===== config.mk =====
export PLATFORM = sky130hd
export DESIGN_NAME = sprite_fetch_pipe_flat
export DESIGN_NICKNAME = d
export VERILOG_FILES = /design/src/rtl/sprite_fetch_pipe_if.sv /design/src/rtl/sprite_fetch_pipe.sv /design/src/flat_wrapper.sv
export SDC_FILE = /design/constraint.sdc
export NUM_CORES = 1
export LEC_CHECK = 0
export CAP_MARGIN = 0
export CORE_ASPECT_RATIO = 1.75
export CORE_MARGIN = 3
export CORE_UTILIZATION = 55
export CTS_BUF_LIST = sky130_fd_sc_hd__clkbuf_4
export CTS_CLUSTER_SIZE = 30
export DETAILED_ROUTE_END_ITERATION = 7
export GPL_ROUTABILITY_DRIVEN = 0
export PLACE_DENSITY = 0.8
export SLEW_MARGIN = 10
export SYNTH_ARGS = -nofsm -noshare
export SYNTH_HDL_FRONTEND = slang
export SYNTH_SLANG_ARGS = --single-unit

===== constraint.sdc =====
create_clock -name clk -period 10.2 [get_ports clk]
set_clock_uncertainty 0.2 [all_clocks]
set_input_delay 1.53 -clock clk [delete_from_list [all_inputs] [get_ports clk]]
set_output_delay 1.53 -clock clk [all_outputs]
set_load 0.02 [all_outputs]

===== src/rtl/sprite_fetch_pipe_if.sv =====
// Request, sprite-RAM and result signals of sprite_fetch_pipe.
// master: requester plus RAM side; slave: the fetcher itself.
interface sprite_fetch_pipe_if #(
  parameter int unsigned COLOR_W      = 5,
  parameter int unsigned PIX_PER_WORD = 4,
  parameter int unsigned ADDR_W       = 16,
  parameter int unsigned FRAME_W      = 2
);
  localparam int unsigned WORD_W = COLOR_W * PIX_PER_WORD;

  logic               req_valid;
  logic [8:0]         req_x;
  logic [8:0]         req_y;
  logic [FRAME_W-1:0] req_frame;
  logic               req_mirror;
  logic               ram_rd_en;
  logic [ADDR_W-1:0]  ram_addr;
  logic [WORD_W-1:0]  ram_rd_data;
  logic               out_valid;
  logic [COLOR_W-1:0] out_color;
  logic               out_oob;
  logic               out_transparent;

  modport master (
    output req_valid, req_x, req_y, req_frame, req_mirror, ram_rd_data,
    input  ram_rd_en, ram_addr, out_valid, out_color, out_oob, out_transparent
  );

  modport slave (
    input  req_valid, req_x, req_y, req_frame, req_mirror, ram_rd_data,
    output ram_rd_en, ram_addr, out_valid, out_color, out_oob, out_transparent
  );
endinterface


===== src/rtl/sprite_fetch_pipe.sv =====
// Sprite pixel fetcher: packed palette reads with same-word suppression and a fixed-latency result pipe.
// Optional feature macro: SPRITE_MIRROR_EN (horizontal flip of x on req_mirror).
module sprite_fetch_pipe #(
  parameter int unsigned COLOR_W         = 5,
  parameter int unsigned PIX_PER_WORD    = 4,
  parameter int unsigned SPRITE_W        = 404,
  parameter int unsigned SPRITE_H        = 96,
  parameter int unsigned FRAMES          = 4,
  parameter int unsigned RAM_LAT         = 1,
  parameter int unsigned ADDR_W          = 16,
  parameter int unsigned TRANSPARENT_IDX = 0
) (
  input  logic                 clk,
  input  logic                 reset,
  sprite_fetch_pipe_if.slave   bus
);
  localparam int unsigned WORD_W      = COLOR_W * PIX_PER_WORD;
  localparam int unsigned OFF_W       = $clog2(PIX_PER_WORD);
  localparam int unsigned FRAME_WORDS = (SPRITE_W * SPRITE_H + PIX_PER_WORD - 1) / PIX_PER_WORD;

  typedef struct packed {
    logic             valid;
    logic [OFF_W-1:0] off;
    logic             oob;
    logic             reuse;
  } sb_t;

  // Elaboration-time parameter sanity.
  if (64'(FRAMES) * 64'(FRAME_WORDS) > (64'd1 << ADDR_W)) begin : g_addr_chk
    $error("sprite_fetch_pipe: ADDR_W too narrow for FRAMES*FRAME_WORDS");
  end
  if ((PIX_PER_WORD < 2) || ((PIX_PER_WORD & (PIX_PER_WORD - 1)) != 0)) begin : g_ppw_chk
    $error("sprite_fetch_pipe: PIX_PER_WORD must be a power of two >= 2");
  end
  if (RAM_LAT < 1) begin : g_lat_chk
    $error("sprite_fetch_pipe: RAM_LAT must be >= 1");
  end

`ifndef SPRITE_MIRROR_EN
  logic unused_mirror;
  assign unused_mirror = bus.req_mirror;
`endif

  logic [8:0]         x_eff;
  logic [31:0]        pixel;
  logic [31:0]        word_full;
  logic [ADDR_W-1:0]  word_addr;
  logic [OFF_W-1:0]   req_off;
  logic               in_range;
  logic               hit;
  logic               rd_en_c;
  logic [ADDR_W-1:0]  ram_addr_c;
  sb_t                sb_last;
  logic [WORD_W-1:0]  src_word;
  logic [COLOR_W-1:0] color_c;

  logic [ADDR_W-1:0]  tag_q, tag_d;
  logic               tag_valid_q, tag_valid_d;
  logic [ADDR_W-1:0]  addr_q, addr_d;
  logic [WORD_W-1:0]  held_word_q, held_word_d;
  sb_t                sb_q [RAM_LAT];
  sb_t                sb_d [RAM_LAT];
  logic               out_valid_q, out_valid_d;
  logic [COLOR_W-1:0] out_color_q, out_color_d;
  logic               out_oob_q, out_oob_d;
  logic               out_transparent_q, out_transparent_d;

  // Request stage: address, range check, tag compare.
  always_comb begin
    x_eff = bus.req_x;
`ifdef SPRITE_MIRROR_EN
    if (bus.req_mirror) x_eff = 9'(SPRITE_W - 1 - 32'(bus.req_x));
`endif
    pixel      = 32'(x_eff) + 32'(bus.req_y) * SPRITE_W;
    word_full  = 32'(bus.req_frame) * FRAME_WORDS + (pixel >> OFF_W);
    word_addr  = ADDR_W'(word_full);
    req_off    = pixel[OFF_W-1:0];
    in_range   = (32'(bus.req_x) < SPRITE_W) && (32'(bus.req_y) < SPRITE_H);
    hit        = bus.req_valid && in_range && tag_valid_q && (tag_q == word_addr);
    rd_en_c    = bus.req_valid && in_range && !hit && !reset;
    ram_addr_c = (bus.req_valid && !reset) ? word_addr : addr_q;
  end

  // Next-state for tag, side-band pipe and output stage.
  always_comb begin
    tag_d       = tag_q;
    tag_valid_d = tag_valid_q;
    addr_d      = ram_addr_c;
    held_word_d = held_word_q;
    for (int unsigned i = 0; i < RAM_LAT; i++) sb_d[i] = sb_q[i];
    out_valid_d       = 1'b0;
    out_color_d       = out_color_q;
    out_oob_d         = out_oob_q;
    out_transparent_d = out_transparent_q;

    if (rd_en_c) begin
      tag_d       = word_addr;
      tag_valid_d = 1'b1;
    end

    sb_d[0].valid = bus.req_valid;
    sb_d[0].off   = req_off;
    sb_d[0].oob   = !in_range;
    sb_d[0].reuse = hit;
    for (int unsigned i = 1; i < RAM_LAT; i++) sb_d[i] = sb_q[i-1];

    // A reuse entry reads the word latched by its originating miss.
    sb_last  = sb_q[RAM_LAT-1];
    src_word = sb_last.reuse ? held_word_q : bus.ram_rd_data;
    color_c  = COLOR_W'(src_word >> (COLOR_W * (PIX_PER_WORD - 1 - 32'(sb_last.off))));

    if (sb_last.valid && !sb_last.oob && !sb_last.reuse) held_word_d = bus.ram_rd_data;

    if (sb_last.valid) begin
      out_valid_d       = 1'b1;
      out_oob_d         = sb_last.oob;
      out_color_d       = sb_last.oob ? COLOR_W'(TRANSPARENT_IDX) : color_c;
      out_transparent_d = (out_color_d == COLOR_W'(TRANSPARENT_IDX));
    end
  end

  always_ff @(posedge clk) begin
    if (reset) begin
      tag_q             <= '0;
      tag_valid_q       <= 1'b0;
      addr_q            <= '0;
      held_word_q       <= '0;
      for (int unsigned i = 0; i < RAM_LAT; i++) sb_q[i] <= '0;
      out_valid_q       <= 1'b0;
      out_color_q       <= '0;
      out_oob_q         <= 1'b0;
      out_transparent_q <= 1'b0;
    end else begin
      tag_q             <= tag_d;
      tag_valid_q       <= tag_valid_d;
      addr_q            <= addr_d;
      held_word_q       <= held_word_d;
      for (int unsigned i = 0; i < RAM_LAT; i++) sb_q[i] <= sb_d[i];
      out_valid_q       <= out_valid_d;
      out_color_q       <= out_color_d;
      out_oob_q         <= out_oob_d;
      out_transparent_q <= out_transparent_d;
    end
  end

  assign bus.ram_rd_en       = rd_en_c;
  assign bus.ram_addr        = ram_addr_c;
  assign bus.out_valid       = out_valid_q;
  assign bus.out_color       = out_color_q;
  assign bus.out_oob         = out_oob_q;
  assign bus.out_transparent = out_transparent_q;
endmodule

===== src/flat_wrapper.sv =====
// flat-port wrapper written by rule: the top's interface ports become plain ports
module sprite_fetch_pipe_flat 
#(
  parameter int unsigned COLOR_W         = 5,
  parameter int unsigned PIX_PER_WORD    = 4,
  parameter int unsigned SPRITE_W        = 404,
  parameter int unsigned SPRITE_H        = 96,
  parameter int unsigned FRAMES          = 4,
  parameter int unsigned RAM_LAT         = 1,
  parameter int unsigned ADDR_W          = 16,
  parameter int unsigned TRANSPARENT_IDX = 0
)
  (clk, reset, bus_req_valid, bus_req_x, bus_req_y, bus_req_frame, bus_req_mirror, bus_ram_rd_data, bus_ram_rd_en, bus_ram_addr, bus_out_valid, bus_out_color, bus_out_oob, bus_out_transparent);
  sprite_fetch_pipe_if #(.COLOR_W(COLOR_W), .PIX_PER_WORD(PIX_PER_WORD), .ADDR_W(ADDR_W)) bus_i ();
  input  logic clk;
  input  logic reset;
  input wire logic [$bits(bus_i.req_valid)-1:0] bus_req_valid;
  input wire logic [$bits(bus_i.req_x)-1:0] bus_req_x;
  input wire logic [$bits(bus_i.req_y)-1:0] bus_req_y;
  input wire logic [$bits(bus_i.req_frame)-1:0] bus_req_frame;
  input wire logic [$bits(bus_i.req_mirror)-1:0] bus_req_mirror;
  input wire logic [$bits(bus_i.ram_rd_data)-1:0] bus_ram_rd_data;
  output wire logic [$bits(bus_i.ram_rd_en)-1:0] bus_ram_rd_en;
  output wire logic [$bits(bus_i.ram_addr)-1:0] bus_ram_addr;
  output wire logic [$bits(bus_i.out_valid)-1:0] bus_out_valid;
  output wire logic [$bits(bus_i.out_color)-1:0] bus_out_color;
  output wire logic [$bits(bus_i.out_oob)-1:0] bus_out_oob;
  output wire logic [$bits(bus_i.out_transparent)-1:0] bus_out_transparent;
  assign bus_i.req_valid = bus_req_valid;
  assign bus_i.req_x = bus_req_x;
  assign bus_i.req_y = bus_req_y;
  assign bus_i.req_frame = bus_req_frame;
  assign bus_i.req_mirror = bus_req_mirror;
  assign bus_i.ram_rd_data = bus_ram_rd_data;
  assign bus_ram_rd_en = bus_i.ram_rd_en;
  assign bus_ram_addr = bus_i.ram_addr;
  assign bus_out_valid = bus_i.out_valid;
  assign bus_out_color = bus_i.out_color;
  assign bus_out_oob = bus_i.out_oob;
  assign bus_out_transparent = bus_i.out_transparent;
  sprite_fetch_pipe #(.COLOR_W(COLOR_W), .PIX_PER_WORD(PIX_PER_WORD), .SPRITE_W(SPRITE_W), .SPRITE_H(SPRITE_H), .FRAMES(FRAMES), .RAM_LAT(RAM_LAT), .ADDR_W(ADDR_W), .TRANSPARENT_IDX(TRANSPARENT_IDX)) u_core (.clk(clk), .reset(reset), .bus(bus_i));
endmodule

==> results of run 1 <==
[worst reg2reg max path: cells and delay by family (launching register included)]
| kind | cells | cell delay [ps] |
|---|---|---|
| buffers and inverters | 1 | 310 |
| AOI/OAI and AO/OA | 2 | 390 |
| DFF | 1 | 330 |
| xor gates and xnor gates | 1 | 160 |
| muxes | 1 | 340 |
| and+or+nand+nor | 5 | 1180 |
[layer usage]
| layer | GRT usage (%) | vias to the layer above | wire length (microns) |
|---|---|---|---|
| li1 | - | 2135 | - |
| met1 | 20.7 | 2048 | 4170 |
| met2 | 44.9 | 96 | 6770 |
| met3 | 3.54 | 34 | 427 |
| met4 | 11.0 | 0 | 400 |
| met5 | 0 | - | 0 |
[registers in the layout, summed over array words and instances, names as in the netlist]
name,cells
u_core.sb_q,5
u_core.tag_valid_q,1
u_core.bus.out_valid,1
u_core.bus.out_color,5
u_core.addr_q,16
u_core.bus.out_oob,1
u_core.held_word_q,20
u_core.tag_q,16
u_core.bus.out_transparent,1
[repair_timing]
item                                    CTS  global route
setup buffers                             0             1
endpoints found under the setup margin    0             2
gates resized for setup                   0            11
[power groups by stage]
| stage | Sequential, mW | Combinational (mW) | Clock, mW |
|---|---|---|---|
| 2_1_floorplan | 0.304 | 0.764 | 0 |
| 3_3_place_gp | 0.307 | 0.977 | 0 |
| 3_5_place_dp | 0.308 | 1.01 | 0 |
| 4_1_cts | 0.302 | 1.02 | 0.220 |
| 5_1_grt | 0.306 | 1.15 | 0.231 |
| 6_report | 0.302 | 1.05 | 0.215 |
[layout by cell type (no fill, tap or decap), drive strengths merged, types with 3 or more instances in the layout]
cell / Yosys / routed
nor2b: 25 / 25
xnor2: 34 / 34
bufinv: 0 / 3
nor3b: 3 / 3
inv: 38 / 38
nand3: 6 / 6
clkbuf: 16 / 10
o31ai: 3 / 3
o21ai: 29 / 29
a21oi: 42 / 42
nand2b: 19 / 19
o21a: 4 / 4
mux2: 8 / 8
clkdlybuf4s50: 0 / 64
nor3: 9 / 9
dfxtp: 66 / 66
a21o: 9 / 9
nand2: 65 / 65
xor2: 11 / 11
a211oi: 8 / 8
ha: 67 / 67
buf: 7 / 4
nor2: 38 / 38
fa: 9 / 9
nor4: 4 / 4
mux4: 10 / 10
mux2i: 24 / 24
[through the flow]
step                area (sq um)  TNS (ps)  utilization [%]
global placement            5940         0             64.9
detailed placement          5940         0             64.9
CTS                         6120         0             66.9
floorplan                   5220         0                -
global route                6180     -40.2             67.6
finish                      6180         0             67.6
[worst max-delay path by stage]
stage	depth (start not counted)	start	to	slack, ps
finish	24	bus_req_y[2]	bus_ram_rd_en	400
global route	27	bus_req_y[2]	bus_ram_rd_en	-40
CTS	25	bus_req_y[1]	bus_ram_rd_en	140
detailed placement	25	bus_req_y[1]	bus_ram_rd_en	160
global placement	27	bus_req_y[1]	bus_ram_rd_en	260
floorplan	27	bus_req_y[1]	bus_ram_rd_en	1400
[layout make-up]
| cell class | instances | area, sq um |
|---|---|---|
| antenna | 1 | 2.50 |
| fill | 711 | 2970 |
| tap | 120 | 150 |
| clock inverter | 6 | 105 |
| sequential | 66 | 1320 |
| multi-input combinational | 456 | 3690 |
| clock buffer | 10 | 75.1 |
| timing repair buffer | 70 | 693 |
| inverter | 38 | 143 |
[logic make-up after synthesis]
logic type	Yosys count	synth area share (%)
adders and majority gates	76	19.5
AOI/OAI and AO/OA	109	13.9
buffers and inverters	61	4.77
and+or+nand+nor	183	17.3
xor gates and xnor gates	46	8.28
muxes	42	10.9
DFF	66	25.3
==> reports/metrics.cfg, run 1 <==
[drt]
drt_wl_total_microns=11800
drc=0
wl_per_cell_microns=15.3
avgViaCountPerCell=5.62
postRouteAntennaNets=0
dr.first_iter.drc_count=172
vias=4313
dr.pass1.iters=4

[timing]
holdWs_ps=258
max_slew.worst_pin.slew_ps=1130
timing.fmax_mhz=102
slew_headroom_pct=24.7
period_minus_slack_ps=9800
final-hold-violation-count=0
setup_viol=0
drv_slew=0
finalCritPeriodShare_pct=96.1
worst_slack_ps=399

[placed_design]
dp_hpwl_microns=9470
io_buffers=67
placedCellCount=749
preCtsSetupSlack_ps=156

[flow_run]
maxCapViolations=0

[cts]
clkTransAtPathRegs_ps=100
hold_buffers=0
root_buffer=clkbuf_4
h-tree-depth=3
clock_path_buffers=2
tritoncts=built
clk_latency_ps=410
cts.sinks=66
cts_buffers=9

[grt]
track_usage_pct=22.4
grt_antenna_before_repair=1
grt_start_max_net_pins=67
grt-ovfl-total=0
grt_pass1_wl_microns=19200
grt_pass1_vias=4416

[critical_path]
rr_endpoint=u_core.tag_q[1]$_SDFFE_PP0P_
cp_cell_sequence=clkdlybuf4s50_1 > ha_1 > inv_1 > fa_1 > inv_1 > ha_1 > fa_1 > ha_2 > inv_1 > a211oi_4 > a311oi_2 > buf_4 > nor4_4 > xnor2_1 > ha_1 > a2111o_1 > a21oi_2 > o31ai_2 > xnor2_2 > xnor2_1 > or4_1 > o21ai_4 > inv_2 > clkdlybuf4s50_1
crit_arrival_ps=8070
start_kind=primary input
reg2reg_slack_ps=7200
crit_type=primary input to output port
r2r.worst_path.cells=10
crit_path_max_incr_delay_ps=580
critPathBufInv=7
critical-path-top-delay-family=adder cells
critPathMaxFanout=8
cp-end-kind=output port
r2r_start=u_core.tag_q[1]$_SDFFE_PP0P_
worstPathRequired_ps=8470
crit_slowest_cell=or4_1

[power]
p_leak_nw=2.67
intPower_uw=875
pwr_density_cell_nw_per_um2=254
pwr-share-seq_pct=19.3
ir_worst_vdd_v=0.000157
p_switching_uw=695
swShare_pct=44.3
p_total_mw=1.57
clockPowerShare_pct=13.7
comb_power_share_pct=67.1

[finish]
finalNetCount=761
stdcell_count=767
area.growth.synth_to_final_pct=18.6
drive_gt1_share_pct=9.13

[floorplan]
die_area_sq_um=10700
chipWidth_microns=79.6
core.rowCount=46
fp.dieH_microns=135
start_util_pct=57.0
boundaryPins=69
coreArea_sq_um=9150

[yosys]
synth.most_common_cell=ha_1
synth_top_area_share_pct=25.3
synth.avg_cell_area_sq_um=8.95
syn_inst=583
synth_nets=703
synth_ff_type=dfxtp_1
synth_edf_count=0
synthArstFlopShare_pct=0
synth.cell_area_sq_um=5220
yosys_warnings=0
synthTopCellsByArea=dfxtp_1 25%, ha_1 16%, xnor2_1 5.4%
yosysTopAreaCell=dfxtp_1
ys_types=61
yosys-top-cells-count=67 x ha_1, 66 x dfxtp_1, 65 x nand2_1
synth-seq-area-share_pct=25.3
yosys_register_bits=66

[worst_hold_path]
worstHoldPathType=flip-flop to flip-flop
worstHoldStart=u_core.held_word_q[14]$_SDFFE_PP0P_
worstHoldEndpoint=u_core.held_word_q[14]$_SDFFE_PP0P_
hold_depth=2

[outcome]
status=complete, no violations

No activity file was read; power rests on OpenSTA's default activity.
==> inputs of run 2 (changes only) <==
Settings changed: PLACE_DENSITY 0.8 to 0.89.
Clock period 10.2 ns to 11.6 ns, I/O delays scaled along.
==> reports/metrics.cfg, run 2 (synthesis gave the netlist of run 1 again) <==
[power]
comb_power_share_pct=68.3
intPower_uw=706
p_total_mw=1.31
clockPowerShare_pct=11.3
pwr-share-seq_pct=20.4
p_leak_nw=2.61
ir_worst_vdd_v=0.000131
swShare_pct=46.0
p_switching_uw=601
pwr_density_cell_nw_per_um2=215

[critical_path]
cp-end-kind=output port
worstPathRequired_ps=9660
crit_arrival_ps=8750
crit_path_frequent_cell=ha_1
crit_slowest_cell=clkdlybuf4s50_1
crit_path_max_incr_delay_ps=710
start_kind=primary input
critPathMaxFanout=8
crit_type=primary input to output port

[placed_design]
placed_area_sq_um=5930
dp_hpwl_microns=9630
io_buffers=67

[floorplan]
chipWidth_microns=79.6
coreArea_sq_um=9150
core.rowCount=46
boundaryPins=69
die_area_sq_um=10700
fp.dieH_microns=135
start_util_pct=57.0

[grt]
grt-ovfl-total=0
track_usage_pct=22.7
grt_antenna_before_repair=0
grt_pass1_wl_microns=19700
grt_start_max_net_pins=67
grt_pass1_vias=4476

[cts]
cts_setup_buffers=0
tritoncts=built
clkTransAtPathRegs_ps=100
root_buffer=clkbuf_4
h-tree-depth=3
clock_path_buffers=2
cts_buffers=9
clk_latency_ps=420
cts_resized=0
hold_buffers=0
cts.sinks=66

[finish]
largest_register_ffs=20
layout_common_cells=67 x ha_1, 66 x clkdlybuf4s50_1, 66 x dfxtp_1
postLayoutCoreUtil_pct=66.3
multi_input_area_sq_um=3650
fin_area_sq_um=6070
drive_gt1_share_pct=8.23
finalNetCount=759
largest_registers=u_core.held_word_q (20), u_core.addr_q (16), u_core.tag_q (16)
ff_latch_area_sq_um=1320
antenna-diode-count=0
area.growth.synth_to_final_pct=16.4
fill_cells=698
final_common_cell=ha_1
regMostFlops=u_core.held_word_q

[drt]
vias=4358
top_layer=met4
routedLengthMet1_microns=4280
dr.first_iter.drc_count=175
postRouteAntennaNets=0
drc=0
drt_wl_total_microns=12000
dr_wl_met3_microns=454
wl_per_cell_microns=15.7
dr.pass1.iters=7
avgViaCountPerCell=5.70
wl_met2_microns=6830

[timing]
drv_slew=0
holdWs_ps=262
fin_setup_tns_ps=0
max_slew.worst_pin.slew_ps=1080
slew_headroom_pct=27.8
final-hold-violation-count=0
period_minus_slack_ps=10690
setup_viol=0
timing.fmax_mhz=93.5
finalCritPeriodShare_pct=92.2
grt_setup_unrepaired=no

[flow_run]
maxCapViolations=0

[worst_hold_path]
worstHoldPathType=flip-flop to flip-flop

[outcome]
status=complete, no violations

## run 2: per-stage QoR
| step | std cells | worst slack (ps) |
|---|---|---|
| global placement | 748 | 1180 |
| CTS | 764 | 930 |
| global route | 764 | 498 |
| finish | 764 | 908 |
| floorplan | 583 | 2380 |
| detailed placement | 748 | 932 |
## run 2: path summary, 6_finish.rpt
kind / startpoint / end / slack (ps) / depth (start not counted)
worst max register to register: u_core.tag_q[1]$_SDFFE_PP0P_ / u_core.tag_q[5]$_SDFFE_PP0P_ / 8600 / 10
worst max-delay path: bus_req_y[1] / bus_ram_addr[15] / 910 / 26
worst min register to register: u_core.held_word_q[6]$_SDFFE_PP0P_ / u_core.held_word_q[6]$_SDFFE_PP0P_ / 260 / 2
worst min-delay path: u_core.held_word_q[6]$_SDFFE_PP0P_ / u_core.held_word_q[6]$_SDFFE_PP0P_ / 260 / 2
## run 2: power by group through the flow
stage	Sequential [mW]	Combinational, mW	Clock, mW
after floorplan	0.268	0.672	0
after detailed placement	0.271	0.881	0
final	0.266	0.893	0.148
after global routing	0.269	0.982	0.160
after CTS	0.266	0.892	0.152
after global placement	0.269	0.846	0
## run 2: critical path, delay by kind of cell
kind                     cells  cell delay [ps]
AND/OR/NAND/NOR              4              400
XOR/XNOR                     4              620
adder cells (fa/ha/maj)      6             2450
buffers and inverters        5             1520
AO/OA/AOI/OAI                7             2040
## run 2: layout make-up
class | count | share of cell area [%]
clock inverters | 7 | 1.13
repair buffers | 68 | 11.1
multi-input cells | 456 | 60.1
flip-flops and latches | 66 | 21.8
well taps | 120 | 2.47
clock buffers | 9 | 1.11
inverters | 38 | 2.35
## run 2: routing by layer
metal	track usage, %	up-vias
li1	-	2126
met1	21.9	2049
met2	45.4	149
met3	3.14	34
met4	10.3	0
met5	0	-
